<file path="config.mk">
export PLATFORM = sky130hd
export DESIGN_NAME = runner_ctrl_flat
export DESIGN_NICKNAME = d
export VERILOG_FILES = /design/src/rtl/runner_ctrl_pkg.sv /design/src/rtl/runner_ctrl_if.sv /design/src/rtl/runner_ctrl_box_overlap.sv /design/src/rtl/runner_ctrl.sv /design/src/flat_wrapper.sv
export SDC_FILE = /design/constraint.sdc
export NUM_CORES = 1
export LEC_CHECK = 0
export BUFFER_PORTS_ARGS = -buffer_cell sky130_fd_sc_hd__buf_2
export CORE_MARGIN = 2
export CORE_UTILIZATION = 53
export DETAILED_ROUTE_END_ITERATION = 10
export GPL_ROUTABILITY_DRIVEN = 0
export PLACE_DENSITY = 0.91
export SYNTH_ARGS = -nofsm -noshare
export SYNTH_HDL_FRONTEND = slang
export SYNTH_SLANG_ARGS = --single-unit
</file>
<file path="constraint.sdc">
create_clock -name clk -period 5.6 [get_ports clk]
set_input_delay 1.4 -clock clk [delete_from_list [all_inputs] [get_ports clk]]
set_output_delay 1.4 -clock clk [all_outputs]
set_load 0.05 [all_outputs]
</file>
<file path="src/rtl/runner_ctrl_pkg.sv">
// Shared types and constants for the runner game-state controller.
// The optional pause feature is selected with RUNNER_CTRL_PAUSE_EN.
package runner_ctrl_pkg;

    typedef enum logic [1:0] {
        WAITING = 2'd0,
        RUNNING = 2'd1,
        CRASHED = 2'd2,
        PAUSED  = 2'd3
    } state_t;

    // Bounding box: x is signed so obstacles can slide off the left edge.
    typedef struct packed {
        logic signed [10:0] x;
        logic        [9:0]  y;
        logic        [9:0]  w;
        logic        [9:0]  h;
    } box_t;

    localparam int SPEED_SCALE = 1024;

    function automatic logic signed [11:0] sext12(input logic signed [10:0] v);
        return {v[10], v};
    endfunction

    function automatic logic signed [11:0] zext12(input logic [9:0] v);
        return {2'b00, v};
    endfunction

endpackage

</file>
<file path="src/rtl/runner_ctrl_if.sv">
// Control/status bundle between the strobe logic and runner_ctrl.
// The pause member exists only when RUNNER_CTRL_PAUSE_EN is defined.
interface runner_ctrl_if
    import runner_ctrl_pkg::*;
#(
    parameter int N_OBS   = 3,
    parameter int SPEED_W = 15
);
    localparam int IDX_W = (N_OBS > 1) ? $clog2(N_OBS) : 1;

    logic               update;
    logic               jump;
    logic               duck;
`ifdef RUNNER_CTRL_PAUSE_EN
    logic               pause;
`endif
    box_t               trex_box;
    logic [N_OBS-1:0]   obs_valid;
    box_t [N_OBS-1:0]   obs_box;
    state_t             state;
    logic [5:0]         timer;
    logic [SPEED_W-1:0] speed;
    logic               has_obstacles;
    logic               duck_out;
    logic               scan_busy;
    logic               crash;
    logic [IDX_W-1:0]   hit_idx;
    logic               restart;

    modport master (
`ifdef RUNNER_CTRL_PAUSE_EN
        output pause,
`endif
        output update, jump, duck, trex_box, obs_valid, obs_box,
        input  state, timer, speed, has_obstacles, duck_out, scan_busy,
               crash, hit_idx, restart
    );

    modport slave (
`ifdef RUNNER_CTRL_PAUSE_EN
        input  pause,
`endif
        input  update, jump, duck, trex_box, obs_valid, obs_box,
        output state, timer, speed, has_obstacles, duck_out, scan_busy,
               crash, hit_idx, restart
    );

endinterface

</file>
<file path="src/rtl/runner_ctrl_box_overlap.sv">
// Combinational strict-overlap test between two boxes at 12-bit signed
// precision; empty boxes never overlap and touching edges do not count.
module box_overlap
    import runner_ctrl_pkg::*;
(
    input  box_t a,
    input  box_t b,
    output logic hit
);
    logic signed [11:0] ax_s, ay_s, aw_s, ah_s;
    logic signed [11:0] bx_s, by_s, bw_s, bh_s;
    logic               empty_s;

    // Extend fields and evaluate the four strict edge comparisons.
    always_comb begin
        ax_s    = sext12(a.x);
        bx_s    = sext12(b.x);
        ay_s    = zext12(a.y);
        by_s    = zext12(b.y);
        aw_s    = zext12(a.w);
        bw_s    = zext12(b.w);
        ah_s    = zext12(a.h);
        bh_s    = zext12(b.h);
        empty_s = (a.w == 10'd0) || (a.h == 10'd0) || (b.w == 10'd0) || (b.h == 10'd0);
        hit     = !empty_s && (ax_s < bx_s + bw_s) && (bx_s < ax_s + aw_s) &&
                  (ay_s < by_s + bh_s) && (by_s < ay_s + ah_s);
    end

endmodule

</file>
<file path="src/rtl/runner_ctrl.sv">
// Runner game-state controller: FSM, frame timer, speed ramp, obstacle gating,
// timed restart and a one-slot-per-cycle collision scan. Pause: RUNNER_CTRL_PAUSE_EN.
module runner_ctrl
    import runner_ctrl_pkg::*;
#(
    parameter int FPS           = 60,
    parameter int CLEAR_TIME    = 180,
    parameter int SPEED_INIT    = 6144,
    parameter int MAX_SPEED     = 13312,
    parameter int ACCEL         = 1,
    parameter int SPEED_W       = 15,
    parameter int N_OBS         = 3,
    parameter int RESTART_DELAY = 45
) (
    input logic         clk,
    input logic         rst,
    runner_ctrl_if.slave bus
);
    localparam int                 IDX_W        = (N_OBS > 1) ? $clog2(N_OBS) : 1;
    localparam int                 RT_W         = $clog2(RESTART_DELAY + 1);
    localparam logic [5:0]         TIMER_LAST   = 6'(FPS - 1);
    localparam logic [SPEED_W-1:0] SPEED_INIT_C = SPEED_W'(SPEED_INIT);
    localparam logic [SPEED_W-1:0] SPEED_MAX_C  = SPEED_W'(MAX_SPEED);
    localparam logic [SPEED_W-1:0] SPEED_KNEE_C = SPEED_W'(MAX_SPEED - ACCEL);
    localparam logic [SPEED_W-1:0] ACCEL_C      = SPEED_W'(ACCEL);
    localparam logic [7:0]         CLEAR_C      = 8'((CLEAR_TIME > 255) ? 255 : CLEAR_TIME);
    localparam logic [RT_W-1:0]    RT_LAST      = RT_W'(RESTART_DELAY);
    localparam logic [RT_W-1:0]    RT_ONE       = RT_W'(1);
    localparam logic [IDX_W-1:0]   IDX_LAST     = IDX_W'(N_OBS - 1);
    localparam logic [IDX_W-1:0]   IDX_ONE      = IDX_W'(1);

    state_t             state_r, state_nxt_s;
    logic [5:0]         timer_r, timer_nxt_s;
    logic [SPEED_W-1:0] speed_r, speed_nxt_s;
    logic [7:0]         clear_r, clear_nxt_s;
    logic [RT_W-1:0]    rt_r, rt_nxt_s;
    logic               has_obs_r, has_obs_nxt_s;
    logic               accel_en_r, accel_en_nxt_s;
    logic               scan_busy_r, scan_busy_nxt_s;
    logic [IDX_W-1:0]   scan_idx_r, scan_idx_nxt_s;
    logic [IDX_W-1:0]   hit_idx_r, hit_idx_nxt_s;
    logic               crash_r, crash_nxt_s;
    logic               restart_r, restart_nxt_s;
    logic               go_run_s, pause_s, overlap_s, slot_hit_s;
    box_t               probe_s;

`ifdef RUNNER_CTRL_PAUSE_EN
    assign pause_s = bus.pause;
`else
    assign pause_s = 1'b0;
`endif

    // One comparator, fed by whichever slot the scan is visiting this cycle.
    always_comb begin
        probe_s    = bus.obs_box[scan_idx_r];
        slot_hit_s = scan_busy_r && bus.obs_valid[scan_idx_r] && has_obs_r && overlap_s;
    end

    box_overlap u_overlap (
        .a   (bus.trex_box),
        .b   (probe_s),
        .hit (overlap_s)
    );

    // Next-state decode for the game FSM, frame counters and collision scan.
    always_comb begin
        state_nxt_s     = state_r;
        timer_nxt_s     = timer_r;
        speed_nxt_s     = speed_r;
        clear_nxt_s     = clear_r;
        rt_nxt_s        = rt_r;
        has_obs_nxt_s   = has_obs_r;
        accel_en_nxt_s  = accel_en_r;
        scan_busy_nxt_s = scan_busy_r;
        scan_idx_nxt_s  = scan_idx_r;
        hit_idx_nxt_s   = hit_idx_r;
        crash_nxt_s     = 1'b0;
        restart_nxt_s   = 1'b0;
        go_run_s        = 1'b0;
        case (state_r)
            WAITING: begin
                if (bus.update && bus.jump) begin
                    state_nxt_s = RUNNING;
                    go_run_s    = 1'b1;
                end else begin
                    go_run_s    = 1'b0;
                end
            end
            RUNNING: begin
                if (bus.update && pause_s) begin
                    state_nxt_s     = PAUSED;
                    scan_busy_nxt_s = 1'b0;
                end else if (bus.update) begin
                    // A new frame always wins over an unfinished scan.
                    timer_nxt_s     = (timer_r == TIMER_LAST) ? 6'd0 : timer_r + 6'd1;
                    speed_nxt_s     = !accel_en_r ? speed_r :
                                      (speed_r >= SPEED_KNEE_C) ? SPEED_MAX_C : speed_r + ACCEL_C;
                    accel_en_nxt_s  = 1'b1;
                    clear_nxt_s     = (clear_r == 8'hFF) ? clear_r : clear_r + 8'd1;
                    has_obs_nxt_s   = has_obs_r || (clear_r > CLEAR_C);
                    scan_busy_nxt_s = 1'b1;
                    scan_idx_nxt_s  = '0;
                end else if (slot_hit_s) begin
                    state_nxt_s     = CRASHED;
                    crash_nxt_s     = 1'b1;
                    hit_idx_nxt_s   = scan_idx_r;
                    scan_busy_nxt_s = 1'b0;
                    rt_nxt_s        = '0;
                end else if (scan_busy_r && (scan_idx_r != IDX_LAST)) begin
                    scan_idx_nxt_s  = scan_idx_r + IDX_ONE;
                end else begin
                    scan_busy_nxt_s = 1'b0;
                end
            end
            CRASHED: begin
                if (bus.update && bus.jump && (rt_r == RT_LAST)) begin
                    state_nxt_s   = RUNNING;
                    go_run_s      = 1'b1;
                    restart_nxt_s = 1'b1;
                end else if (bus.update && (rt_r != RT_LAST)) begin
                    rt_nxt_s      = rt_r + RT_ONE;
                end else begin
                    rt_nxt_s      = rt_r;
                end
            end
`ifdef RUNNER_CTRL_PAUSE_EN
            PAUSED: begin
                if (bus.update && bus.jump && !pause_s) begin
                    state_nxt_s = RUNNING;
                end else begin
                    state_nxt_s = PAUSED;
                end
            end
`endif
            default: state_nxt_s = WAITING;
        endcase
        if (go_run_s) begin
            timer_nxt_s     = 6'd0;
            speed_nxt_s     = SPEED_INIT_C;
            clear_nxt_s     = 8'd0;
            rt_nxt_s        = '0;
            has_obs_nxt_s   = 1'b0;
            accel_en_nxt_s  = 1'b0;
            scan_busy_nxt_s = 1'b0;
            scan_idx_nxt_s  = '0;
        end else begin
            go_run_s        = 1'b0;
        end
    end

    // State and counter registers; reset drops any pending pulse at once.
    always_ff @(posedge clk or negedge rst) begin
        if (!rst) begin
            state_r     <= WAITING;
            timer_r     <= 6'd0;
            speed_r     <= '0;
            clear_r     <= 8'd0;
            rt_r        <= '0;
            has_obs_r   <= 1'b0;
            accel_en_r  <= 1'b0;
            scan_busy_r <= 1'b0;
            scan_idx_r  <= '0;
            hit_idx_r   <= '0;
            crash_r     <= 1'b0;
            restart_r   <= 1'b0;
        end else begin
            state_r     <= state_nxt_s;
            timer_r     <= timer_nxt_s;
            speed_r     <= speed_nxt_s;
            clear_r     <= clear_nxt_s;
            rt_r        <= rt_nxt_s;
            has_obs_r   <= has_obs_nxt_s;
            accel_en_r  <= accel_en_nxt_s;
            scan_busy_r <= scan_busy_nxt_s;
            scan_idx_r  <= scan_idx_nxt_s;
            hit_idx_r   <= hit_idx_nxt_s;
            crash_r     <= crash_nxt_s;
            restart_r   <= restart_nxt_s;
        end
    end

    assign bus.state         = state_r;
    assign bus.timer         = timer_r;
    assign bus.speed         = speed_r;
    assign bus.has_obstacles = has_obs_r;
    assign bus.scan_busy     = scan_busy_r;
    assign bus.crash         = crash_r;
    assign bus.hit_idx       = hit_idx_r;
    assign bus.restart       = restart_r;
    assign bus.duck_out      = bus.duck && (state_r == RUNNING);

endmodule

</file>
<file path="src/flat_wrapper.sv">
// flat-port wrapper written by rule: the top's interface ports become plain ports
module runner_ctrl_flat import runner_ctrl_pkg::*;
#(
    parameter int FPS           = 60,
    parameter int CLEAR_TIME    = 180,
    parameter int SPEED_INIT    = 6144,
    parameter int MAX_SPEED     = 13312,
    parameter int ACCEL         = 1,
    parameter int SPEED_W       = 15,
    parameter int N_OBS         = 3,
    parameter int RESTART_DELAY = 45
)
  (clk, rst, bus_update, bus_jump, bus_duck, bus_trex_box, bus_obs_valid, bus_obs_box, bus_state, bus_timer, bus_speed, bus_has_obstacles, bus_duck_out, bus_scan_busy, bus_crash, bus_hit_idx, bus_restart);
  runner_ctrl_if #(.N_OBS(N_OBS), .SPEED_W(SPEED_W)) bus_i ();
  input logic clk;
  input logic rst;
  input wire logic [$bits(bus_i.update)-1:0] bus_update;
  input wire logic [$bits(bus_i.jump)-1:0] bus_jump;
  input wire logic [$bits(bus_i.duck)-1:0] bus_duck;
  input wire logic [$bits(bus_i.trex_box)-1:0] bus_trex_box;
  input wire logic [$bits(bus_i.obs_valid)-1:0] bus_obs_valid;
  input wire logic [$bits(bus_i.obs_box)-1:0] bus_obs_box;
  output wire logic [$bits(bus_i.state)-1:0] bus_state;
  output wire logic [$bits(bus_i.timer)-1:0] bus_timer;
  output wire logic [$bits(bus_i.speed)-1:0] bus_speed;
  output wire logic [$bits(bus_i.has_obstacles)-1:0] bus_has_obstacles;
  output wire logic [$bits(bus_i.duck_out)-1:0] bus_duck_out;
  output wire logic [$bits(bus_i.scan_busy)-1:0] bus_scan_busy;
  output wire logic [$bits(bus_i.crash)-1:0] bus_crash;
  output wire logic [$bits(bus_i.hit_idx)-1:0] bus_hit_idx;
  output wire logic [$bits(bus_i.restart)-1:0] bus_restart;
  assign bus_i.update = bus_update;
  assign bus_i.jump = bus_jump;
  assign bus_i.duck = bus_duck;
  assign bus_i.trex_box = bus_trex_box;
  assign bus_i.obs_valid = bus_obs_valid;
  assign bus_i.obs_box = bus_obs_box;
  assign bus_state = bus_i.state;
  assign bus_timer = bus_i.timer;
  assign bus_speed = bus_i.speed;
  assign bus_has_obstacles = bus_i.has_obstacles;
  assign bus_duck_out = bus_i.duck_out;
  assign bus_scan_busy = bus_i.scan_busy;
  assign bus_crash = bus_i.crash;
  assign bus_hit_idx = bus_i.hit_idx;
  assign bus_restart = bus_i.restart;
  runner_ctrl #(.FPS(FPS), .CLEAR_TIME(CLEAR_TIME), .SPEED_INIT(SPEED_INIT), .MAX_SPEED(MAX_SPEED), .ACCEL(ACCEL), .SPEED_W(SPEED_W), .N_OBS(N_OBS), .RESTART_DELAY(RESTART_DELAY)) u_core (.clk(clk), .rst(rst), .bus(bus_i));
endmodule
</file>
* Yosys cells after proc, flatten, opt, wreduce, memory -nomap -nowiden
Index checks and enable logic that the tools add are counted.
** Storage, ports and cells
- Logic and storage cells :: 133
- Flip-flop bits (word level) :: 46
- Input bits :: 172
- Output and inout port bits :: 30
** Cells by class
- $add $sub $neg :: 9
- Bitwise operators :: 1
- Muxes and demuxes :: 51
- $lt $le $gt $ge :: 7
- Equality and inequality tests :: 18
- Reductions and logical operators :: 35
** Operators with widths (number)
- binary-select mux 41 bit (select 2 bit) :: 1
- 2-to-1 mux 15 bit :: 5
- 2-to-1 mux 6 bit :: 9
- 2-to-1 mux 41 bit :: 1
- zero test 10 bit :: 4
- 2-to-1 mux 8 bit :: 4
- adder 11 x 11 -> 12 bit :: 2
- less-than comparator 11 x 12 -> 1 bit :: 2
- adder 10 x 10 -> 11 bit :: 2
- less-than comparator 10 x 11 -> 1 bit :: 2
- 2-to-1 mux 1 bit :: 18
- 2-to-1 mux 2 bit :: 9
- adder 15 x 1 -> 15 bit (second input constant) :: 1
- greater-or-equal comparator 15 x 14 -> 1 bit (second input constant) :: 1
- adder 6 x 1 -> 6 bit (second input constant) :: 2
- == test 6 bit (second input constant) :: 2
- logical AND 1 bit :: 12
- case mux 6 bit (2 select lines) :: 1
- AND reduction 3 bit :: 4
- adder 8 x 1 -> 8 bit (second input constant) :: 1
- == test 8 bit (second input constant) :: 1
- > comparator 8 bit (second input constant) :: 1
- != test 2 x 1 -> 1 bit (second input constant) :: 3
- != test 2 bit (second input constant) :: 3
- other kinds (21) :: 30

* Depth between registers and ports, before layout
- Word-level depth :: 15
- Gate-level depth with buffers :: 26
- Gate-level depth less buffers :: 22

* Modules after synthesis
From an unflattened synthesis, not the netlist that was laid out.
** Second synthesis, totals
- Cell total of the unflattened synthesis :: 728
- Area total of the unflattened synthesis :: 5898.2 sq um
** By module, submodules not included
- runner_ctrl :: times used 1, seq. area each 1151.1 sq um, cells each 401, area an instance 3348.2 sq um
- box_overlap :: times used 1, seq. area each 0.0 sq um, cells each 327, area an instance 2549.9 sq um

* Least setup slack after synthesis
Ideal clock, no wire load.
- Path kind :: input-to-reg
- Start :: input port bus_trex_box[11]
- End :: register u_core.rt_r[3]
- Cell stages on the path :: 17
- Library setup time :: 0.121 ns
- Buffers on the path :: 1
- Data required time :: 5.479 ns
- Setup slack :: 0.252 ns
- Arrival time :: 5.227 ns
- Cell sequence :: ha_1 a21o_1 a21oi_1 o21ai_0 a21oi_1 o21ai_0 a21oi_1 mux2_2 and3_1 ha_1 a21o_1 a2111oi_0 a31oi_1 or4_4 buf_6 a211o_1 a22o_1
** Between the ends
- Longest elaborated chain between the ends :: 12
- Elaborated cells between the ends (all ways) :: 14
- Classes of those cells :: add/sub (1); order compare (1); eq/ne (1); reduce/logical (11)
** Ends and longest elaborated chain
- start, declared :: RTL line flat_wrapper.sv:20 : input wire logic [$bits(bus_i.trex_box)-1:0] bus_trex_box;
- parallel branches: the longest is 6 deep, another holds adder 11 x 11 -> 12 bit
- logical AND 1 bit * (2 in a row) :: RTL line runner_ctrl_box_overlap.sv:25 : hit = !empty_s && (ax_s < bx_s + bw_s) && (bx_s < ax_s + aw_s) &&
- logical AND 1 bit * :: RTL line runner_ctrl_box_overlap.sv:26 : (ay_s < by_s + bh_s) && (by_s < ay_s + ah_s);
- logical AND 1 bit * :: RTL line runner_ctrl.sv:56 : slot_hit_s = scan_busy_r && bus.obs_valid[scan_idx_r] && has_obs_r && overlap_s;
- != test 3 x 1 -> 1 bit (no source line) *
- AND reduction 5 bit (no source line) *
- end signal, assigned :: RTL line runner_ctrl.sv:171 : rt_r <= rt_nxt_s;
- end, declared :: RTL line runner_ctrl.sv:36 : logic [RT_W-1:0] rt_r, rt_nxt_s;
Mark *: on every way between the ends.
A chain may end at the register's enable or synchronous reset.

* Worst setup path in the final report
- Start :: input port bus_trex_box[11]
- End :: register u_core.rt_r[2]
Same word-level chain as after synthesis.

==> run metrics <==
CTS tree yes; Final setup viols 0; die height 111 um; number of enable flip-flop cells after synthesis 0; largest net degree at the start of global routing 48; layout cells sized above 1 between 20% and 30%; Slew @ Worst Pin 1090 ps; TritonCTS Sinks 46; RSZ-0062 raised after global routing no; hold buffer count at CTS 0; Logic pwr share 78.8%; Cell Int Power 0.00181 W; Clock Power Share just over 8%; Cell Area, Placed 7370 um2; Pre-antenna DRT Iters 7; initial drt markers between 400 and 500; Post-Synth Adder-Cell Area 20.3%; status completed; CP Class primary input to flop; cell mode on critical path a21oi_1; gr ovfl total 0; Compound-Gate Fraction of Synth Area between 20 and 25%; slowest stage delay, CP approximately 540 ps; Tcrit/Tclk final 95.9%; first-pass GRT wire length 29,300 um; CTS root buf clkbuf_16; final max-slew violation count 0; Crit path arrival time 5550 ps; dpl cells ~1,100; startpoint types primary input; CTS buffer count 5; Async SR Flop Fraction 100%; num rows 38; DIE WIDTH 111 um; worst relative slew slack 26.7%; switching pwr 0.00186 W; data required time of the worst path 5770 ps; Die Area about 12,000 um2; Worst VDD drop ~0.00035 V; largest area contributor in the netlist dfrtp_1; Layout area overhead 25.7%; CTS max path bufs 2; simple-gate area share of the yosys netlist 19.7%; commonest cells in the netlist 91 x ha_1, 64 x nand2_1, 63 x nor2_1; DRC violations left 0; post-route cell area 7560 um2; largest driver fanout on the critical path 4; Antenna Nets Post-Route 0; Worst-path clk slew 60 ps; Final Hold Fails 0; top cell type's share of synthesized area 19.1%; xor-xnor portion of the synthesized cell area about 5.7%; max_cap viols 0; min Tclk post-route around 5400 ps; mapped cell area 6010 um2; H-tree levels 2; mux share of post-synthesis cell area 7.93%; I/O pin total 202; Routed Wire Length 17,800 um; Clk Latency, worst-skew pair about 290 ps; Hold WC Path Type flop to flop; pwr/cell area 486 nW/um2; Synth area leaders dfrtp_1 19%, ha_1 19%, mux2i_1 7.0%; top_reg_cell synth dfrtp_1; per-cell routed wire length 16.0 um; Seq pwr share 13.1%; Seq/Total Area, Yosys 19.1%; setup TNS 0 ps; vias per inst 5.91; Yosys reg bits 46; Mapped Avg Cell Area roughly 8 um2; Switching Fraction 50.8%; initial antenna violation count 1; hpwl dp ~15,000 um; largest family of logic cells by synthesized area compound AO/OA/AOI/OAI gates; post-route insts no fill around 1,100; CP cell instances buf_2, ha_1, a21o_1, a21oi_1, o21ai_0, a21oi_1, o21ai_0, a21oi_1, buf_4, o21ai_0, or3_1, ha_1, nand4_1, a21oi_1, a2111oi_1, a31oi_1, or4_4, buf_4, a211o_1, a22o_1; Mapped Cells 750; skew final 6.01 ps; number of global-route vias before repair around 6,300; Buffers on Ports 201; nets 1,237; core area 10,900 um2; GR Util All Layers 28.2%; vias 6,570; Starting Density roughly 55%; Post-Syn Nets a little over 1,000; Yosys warning count 0; CP Capture Type flop; Synth cell types 57; leak pwr 3.73 nW; most numerous cell in the Yosys netlist ha_1; Slowest-stage cell, CP or4_4; Max Freq 186 MHz
==> state kept, by name, summed over array words and instances, names as in the netlist, 2 cells and up <==
name / flops
u_core.bus.speed: 15
u_core.clear_r: 8
u_core.bus.timer: 6
u_core.rt_r: 6
u_core.bus.hit_idx: 2
u_core.bus.state: 2
u_core.scan_idx_r: 2
==> area by class of cell <==
class	instances	area, um2
Antenna cell	1	2.50
Clock buffer	6	139
Clock inverter	2	12.5
Fill cell	840	3380
Inverter	45	169
Multi-Input combinational cell	635	4610
Sequential cell	46	1150
Tap cell	140	175
Timing Repair Buffer	237	1300
==> critical path, delay by kind of cell <==
family | cells | cell delay [ps]
AND/OR/NAND/NOR | 3 | 960
buffers and inverters | 3 | 440
AO/OA/AOI/OAI | 12 | 2140
adder cells (fa/ha/maj) | 2 | 590
==> layer usage <==
| layer | global-route usage, % | routed length [um] | vias to the layer above |
|---|---|---|---|
| met5 | 0 | 0 | - |
| met4 | 9.00 | 557 | 0 |
| met3 | 5.49 | 1530 | 46 |
| met2 | 51.2 | 8680 | 298 |
| met1 | 33.5 | 7040 | 3020 |
| li1 | - | - | 3206 |
==> final timing paths <==
check	from	end	slack (ps)	depth (start not counted)
max in group asynchronous	rst	u_core.scan_idx_r[1]	3640	1
setup / recovery	bus_trex_box[11]	u_core.rt_r[2]	230	20
min in group asynchronous	rst	u_core.clear_r[1]	1280	1
hold reg to reg	u_core.bus.hit_idx[1]	u_core.bus.hit_idx[1]	520	1
hold / removal	u_core.bus.hit_idx[1]	u_core.bus.hit_idx[1]	520	1
setup reg to reg	u_core.scan_idx_r[1]	u_core.rt_r[2]	600	21
==> repair_timing <==
action / CTS / global route
setup buffers: 0 / 0
setup endpoints to repair: 0 / 11
gates resized for setup: 0 / 14
==> per-stage QoR <==
| step | total power [W] | hold WS, ps | setup WS (ps) | util (%) |
|---|---|---|---|---|
| finish | 0.00367 | 518 | 228 | 69.1 |
| detailed placement | 0.00327 | 499 | -137 | 67.4 |
| floorplan | 0.00248 | 481 | 252 | - |
| global route | 0.00402 | 535 | 7.81 | 69.1 |
| global placement | 0.00318 | 487 | 8.78 | 67.4 |
| CTS | 0.00359 | 516 | 148 | 68.7 |
==> cell usage in the layout (no fill, tap or decap), types with 6 or more instances in the layout <==
master	count
nor2_1	63
xor2_1	16
inv_1	44
a211o_1	6
o21ai_0	36
buf_2	201
nor4_1	14
nand4_1	10
nor3_1	25
o21bai_1	10
a211oi_1	7
a21o_1	14
a31oi_1	10
mux2i_1	42
dfrtp_1	45
a21oi_1	56
nand2_1	64
ha_1	90
nand3_1	30
and3_1	8
nor2b_1	7
buf_4	34
xnor2_1	23
a21oi_2	7
nand2b_1	11
o2bb2ai_1	19
==> power by group through the flow <==
stage | clock network [W] | logic [W] | registers, W
after floorplan | 0 | 0.00188 | 0.000602
after global placement | 0 | 0.00271 | 0.000478
after detailed placement | 0 | 0.00279 | 0.000480
after CTS | 0.000303 | 0.00281 | 0.000477
after global routing | 0.000317 | 0.00322 | 0.000491
final | 0.000299 | 0.00289 | 0.000479
==> logic make-up after synthesis <==
family | Yosys count
DFF | 46
adders and majority gates | 95
buffers and inverters | 69
AOI/OAI and AO/OA | 205
xor gates and xnor gates | 39
muxes | 47
and+or+nand+nor | 249
Note: power is estimated with default switching activity, not from simulation.
